--- src/rtl/interp_tile_walker.sv ---
// Walks one TILE_W x TILE_H tile per polygon and re-arms the interpolator setup on every row.
// Streams one captured pixel per cycle when unstalled; a stalled output register freezes x_ps and the counters.
module interp_tile_walker #(
  parameter int TILE_W     = 32,
  parameter int TILE_H     = 32,
  parameter int SETUP_WAIT = 1
) (
  input  logic               clock,
  input  logic               reset_n,
  input  logic               poly_valid,
  output logic               poly_ready,
  input  logic [10:0]        tile_x_base,
  input  logic [10:0]        tile_y_base,
  output logic               setup,
  output logic [10:0]        x_ps,
  output logic [10:0]        y_ps,
  input  logic signed [31:0] interp_in,
  output logic               pix_valid,
  input  logic               pix_ready,
  output logic [4:0]         pix_col,
  output logic [4:0]         pix_row,
  output logic signed [31:0] pix_z,
  output logic               pix_last,
  output logic               busy
);

  typedef enum logic [2:0] {IDLE, SETUP, SETTLE, SCAN, DRAIN} state_t;

  localparam logic [4:0] COL_LAST  = 5'(TILE_W - 1);
  localparam logic [4:0] ROW_LAST  = 5'(TILE_H - 1);
  localparam logic [2:0] WAIT_LAST = 3'((SETUP_WAIT > 0) ? SETUP_WAIT - 1 : 0);

  state_t             state_q, state_d;
  logic [10:0]        base_x_q, base_x_d;
  logic [10:0]        base_y_q, base_y_d;
  logic [4:0]         col_q, col_d;
  logic [4:0]         row_q, row_d;
  logic [2:0]         wait_q, wait_d;
  logic               pix_valid_q, pix_valid_d;
  logic               pix_last_q, pix_last_d;
  logic [4:0]         pix_col_q, pix_col_d;
  logic [4:0]         pix_row_q, pix_row_d;
  logic signed [31:0] pix_z_q, pix_z_d;
  logic               capture;
  logic               out_accept;

  always_comb begin
    state_d     = state_q;
    base_x_d    = base_x_q;
    base_y_d    = base_y_q;
    col_d       = col_q;
    row_d       = row_q;
    wait_d      = wait_q;
    pix_valid_d = pix_valid_q;
    pix_last_d  = pix_last_q;
    pix_col_d   = pix_col_q;
    pix_row_d   = pix_row_q;
    pix_z_d     = pix_z_q;
    capture     = 1'b0;
    out_accept  = pix_valid_q && pix_ready;

    case (state_q)
      IDLE: begin
        if (poly_valid) begin
          base_x_d = tile_x_base;
          base_y_d = tile_y_base;
          col_d    = '0;
          row_d    = '0;
          state_d  = SETUP;
        end
      end
      SETUP: begin
        wait_d  = '0;
        state_d = (SETUP_WAIT > 0) ? SETTLE : SCAN;
      end
      SETTLE: begin
        if (wait_q == WAIT_LAST) begin
          wait_d  = '0;
          state_d = SCAN;
        end else begin
          wait_d = wait_q + 3'd1;
        end
      end
      SCAN: begin
        // Counters only advance on a capture, so a stall holds x_ps steady.
        if (!pix_valid_q || pix_ready) begin
          capture = 1'b1;
          if (col_q != COL_LAST) begin
            col_d = col_q + 5'd1;
          end else if (row_q != ROW_LAST) begin
            col_d   = '0;
            row_d   = row_q + 5'd1;
            state_d = SETUP;
          end else begin
            state_d = DRAIN;
          end
        end
      end
      DRAIN: begin
        if (out_accept) state_d = IDLE;
      end
      default: state_d = IDLE;
    endcase

    if (capture) begin
      pix_valid_d = 1'b1;
      pix_z_d     = interp_in;
      pix_col_d   = col_q;
      pix_row_d   = row_q;
      pix_last_d  = (col_q == COL_LAST) && (row_q == ROW_LAST);
    end else if (out_accept) begin
      pix_valid_d = 1'b0;
      pix_last_d  = 1'b0;
    end
  end

  always_ff @(posedge clock or negedge reset_n) begin
    if (!reset_n) begin
      state_q     <= IDLE;
      base_x_q    <= '0;
      base_y_q    <= '0;
      col_q       <= '0;
      row_q       <= '0;
      wait_q      <= '0;
      pix_valid_q <= 1'b0;
      pix_last_q  <= 1'b0;
      pix_col_q   <= '0;
      pix_row_q   <= '0;
      pix_z_q     <= '0;
    end else begin
      state_q     <= state_d;
      base_x_q    <= base_x_d;
      base_y_q    <= base_y_d;
      col_q       <= col_d;
      row_q       <= row_d;
      wait_q      <= wait_d;
      pix_valid_q <= pix_valid_d;
      pix_last_q  <= pix_last_d;
      pix_col_q   <= pix_col_d;
      pix_row_q   <= pix_row_d;
      pix_z_q     <= pix_z_d;
    end
  end

  // Coordinates wrap modulo 2048; col is zero during SETUP so x_ps is the base there.
  assign x_ps       = base_x_q + {6'd0, col_q};
  assign y_ps       = base_y_q + {6'd0, row_q};
  assign setup      = (state_q == SETUP);
  assign poly_ready = (state_q == IDLE);
  assign busy       = (state_q != IDLE);
  assign pix_valid  = pix_valid_q;
  assign pix_last   = pix_last_q;
  assign pix_col    = pix_col_q;
  assign pix_row    = pix_row_q;
  assign pix_z      = pix_z_q;

endmodule

--- config.mk ---
export PLATFORM = sky130hd
export DESIGN_NAME = interp_tile_walker
export DESIGN_NICKNAME = d
export VERILOG_FILES = /design/src/rtl/interp_tile_walker.sv
export SDC_FILE = /design/constraint.sdc
export NUM_CORES = 1
export LEC_CHECK = 0
export CAP_MARGIN = 20
export CELL_PAD_IN_SITES_DETAIL_PLACEMENT = 1
export CELL_PAD_IN_SITES_GLOBAL_PLACEMENT = 1
export CORE_ASPECT_RATIO = 0.8
export CORE_MARGIN = 2
export CORE_UTILIZATION = 30
export CTS_BUF_LIST = sky130_fd_sc_hd__clkbuf_16
export DETAILED_ROUTE_END_ITERATION = 8
export GPL_TIMING_DRIVEN = 0
export PLACE_DENSITY = 0.66
export SLEW_MARGIN = 40
export SYNTH_ARGS = -nofsm -noshare
export SYNTH_HDL_FRONTEND = slang
export SYNTH_SLANG_ARGS = --single-unit
--- constraint.sdc ---
create_clock -name clock -period 2.7 [get_ports clock]
set_input_delay 0.405 -clock clock [delete_from_list [all_inputs] [get_ports clock]]
set_output_delay 0.405 -clock clock [all_outputs]
set_load 0.05 [all_outputs]
==> impl_metrics.tcl <==
set metrics [dict create \
    synthCells 425 \
    drive_gt1_share_pct 17.7 \
    synth_async_sr_flop_share_pct 100 \
    cts.path.max_buffers 2 \
    start_util_pct 30.6 \
    outcome "finished, violations left" \
    htreeDepth 3 \
    grt_setup_unrepaired "true" \
    syn-num-nets 501 \
    min_path_type "reg -> reg" \
    crit_required_ps 2300 \
    path_depth 7 \
    num_antenna_cells 0 \
    synthTopCellsByCount "142 x nand2_1, 82 x dfrtp_1, 21 x mux2_2" \
    rr_endpoint "row_q[0]" \
    synth.area.top_cells "dfrtp_1 50%, nand2_1 13%, mux2_2 5.7%" \
    synth_area_um2 4130 \
    grt_max_degree 58 \
    synth.distinct_cells 55 \
    finalSetupViolations 1 \
    worst_slew_pin_slew_ps 582 \
    slowest_stage "dfrtp_2" \
    fin_worst_skew_ps 7.89 \
    grt_pass1_wl_mm 19.9 \
    dieHeight_um 109 \
    report.final.slew_viol_count 0 \
    firstDrtPassIters 4 \
    crit_path_start_kind "register" \
    clk_latency_ps 340 \
    worstPathArrival_ps 2330 \
    stdcell_area_um2 6150 \
    pre_cts_slack_ps -581 \
    min_from "pix_z[31]" \
    ios 127 \
    max_freq_ghz 0.366 \
    syn_area_per_cell_um2 9.72 \
    ys_seq_area_share_pct 49.7 \
    holdPathEnd "pix_z[31]" \
    synth_top_area_share_pct 49.7 \
    numCtsBuffers 9 \
    worstHoldPathCells 2 \
    synth_area_leader_cell "dfrtp_1" \
    yosys_warnings 0 \
    antenna_found_initial 0 \
    area_growth_syn_to_layout_pct 48.8 \
    fp.dieArea_um2 14700 \
    finalCriticalPeriod_ps 2740 \
    multi_input_area_um2 2150 \
    slew_headroom_pct 61.0 \
    power_w 0.00386 \
    drc_errors 0 \
    path_clk_slew_ps 60 \
    hold_viol 0 \
    row_count 38 \
    track_usage_pct 17.3 \
    ir_drop_uv 358 \
    grt-ovfl-total 0 \
    antenna_left 0 \
    fin_crit_sh_pct 101 \
    fillers 1534 \
    drt_iter0_markers 101 \
    grt_pass1_vias 3857 \
    port_buffers 126 \
    die_x_um 135 \
    via_per_inst 4.81 \
    cap_violations 0 \
    slowest_delay_ps 430 \
    finalWirelength_mm 12.2 \
    synth_ff_type "dfrtp_1" \
    reg2regPathDepth 7 \
    synth-edff-count 0 \
    synth_most_common_cell "nand2_1" \
    core-area_um2 13500 \
    ys_ff_latch 82 \
    leakage_nw 2.83 \
    p_per_area_nw_per_um2 628 \
    rrSetupSlack_ps 250 \
    cp_num_buf_inv 1 \
    cts.sinks 82 \
    cts_tree "done" \
    path_cells "ha_4 -> fa_2 -> a211o_1 -> a21oi_4 -> nand2b_1 -> xnor2_1 -> buf_4" \
    path_max_fanout 3 \
    placed_area_um2 5690 \
    end_kind "output port" \
    violations "setup timing" \
    cts-root-buf "clkbuf_16" \
    nets 649 \
    wl_per_cell_um 16.2 \
    finalWeightedCongestion 0.833 \
    worstSetupPathType "reg -> out" \
    vias 3638 \
    post-dp-hpwl_mm 8.96 \
    rr_startpoint "row_q[0]" \
    critPathTopFamily "adder cells" \
    timing.hold.ws_ps 472 \
    setup_ws_ps -35.7 \
    seq_area_um2 2060 \
]
metrics by stage:
stage                     instances  setup TNS [ps]  utilization [%]
after floorplan                 425               0                -
after global placement          731         -163700             41.9
after detailed placement        732           -4740             42.1
after CTS                       753            -139             45.2
after global routing            757            -162             45.5
final                           757           -35.7             45.5
area by class of cell:
cell class	instances	share of cell area (%)
Multi-Input combinational cell	317	35.1
Clock inverter	6	0.448
Sequential cell	82	33.5
Inverter	10	0.611
Buffer	16	1.14
Tap cell	180	3.66
Clock buffer	9	3.66
Timing Repair Buffer	137	21.9
power by group:
group / switching (W) / internal (W)
Combinational: 0.000832 / 0.000489
Sequential: 0.000104 / 0.00135
Clock: 0.000487 / 0.000603
Total: 0.00142 / 0.00244
worst max path at each step:
stage / start / endpoint / slack, ps
after CTS: col_q[0] / x_ps[6] / -110
after detailed placement: col_q[0] / x_ps[6] / -580
after global routing: col_q[0] / x_ps[6] / -90
final: col_q[0] / x_ps[6] / -40
after floorplan: col_q[1] / x_ps[7] / 170
after global placement: reset_n / wait_q[1] / -1950
what timing repair did:
action	CTS	global route
setup buffers	5	4
hold endpoints to repair	25	0
endpoints found under the setup margin	21	16
hold buffers	1	0
resized for setup	107	22
pin swaps	4	8
cell families (layout without fill, tap and decap cells):
logic type,count (synthesis),after routing,synth area share [%]
adder cells (fa/ha/maj),18,18,5.82
AO/OA/AOI/OAI,63,63,10.8
XOR/XNOR,11,11,2.33
flip-flops,82,82,49.7
buffers and inverters,26,178,2.58
AND/OR/NAND/NOR,201,201,22.4
multiplexers,24,24,6.45
layout by cell type, fill, tap and decap left out, types with 3 or more instances in the layout:
master and count:
mux2_2 21, ha_4 4, nor2b_1 3, nor3b_1 7, clkbuf_1 8, o21ai_0 11
mux2i_1 3, a211oi_1 4, inv_1 12, xnor2_1 4, a21o_1 5, xnor2_2 3
ha_1 10, nor2_2 3, nand2_1 142, nand2b_1 8, buf_2 9, buf_4 10
nand3b_1 3, clkbuf_16 9, dlygate4sd2_1 5, dfrtp_2 5, buf_6 7, dfrtp_1 77
clkbuf_2 3, and3_1 3, clkdlybuf4s50_1 102, a21oi_1 5, nor2_1 9, a31oi_1 4
a22o_1 6
routing by layer:
metal,vias to the layer above,wire [um],track usage [%]
met4,0,159,4.84
met5,-,0,0
met2,73,6020,29.0
met3,9,447,4.18
li1,1753,-,-
met1,1803,5600,22.4
sequential cells by signal, indices dropped and copies added, names as in the netlist:
register and cells:
pix_row 5, pix_last 1, pix_col 5, base_y_q 11, state_q 3, wait_q 3, pix_valid 1, pix_z 32
row_q 5, base_x_q 11, col_q 5
worst min-delay path, stage by stage (launching register included):
cell	delay, ps
dfrtp_1	340
nand2_1	50
nand2_1	60
Note: power is estimated with default switching activity, not from simulation.
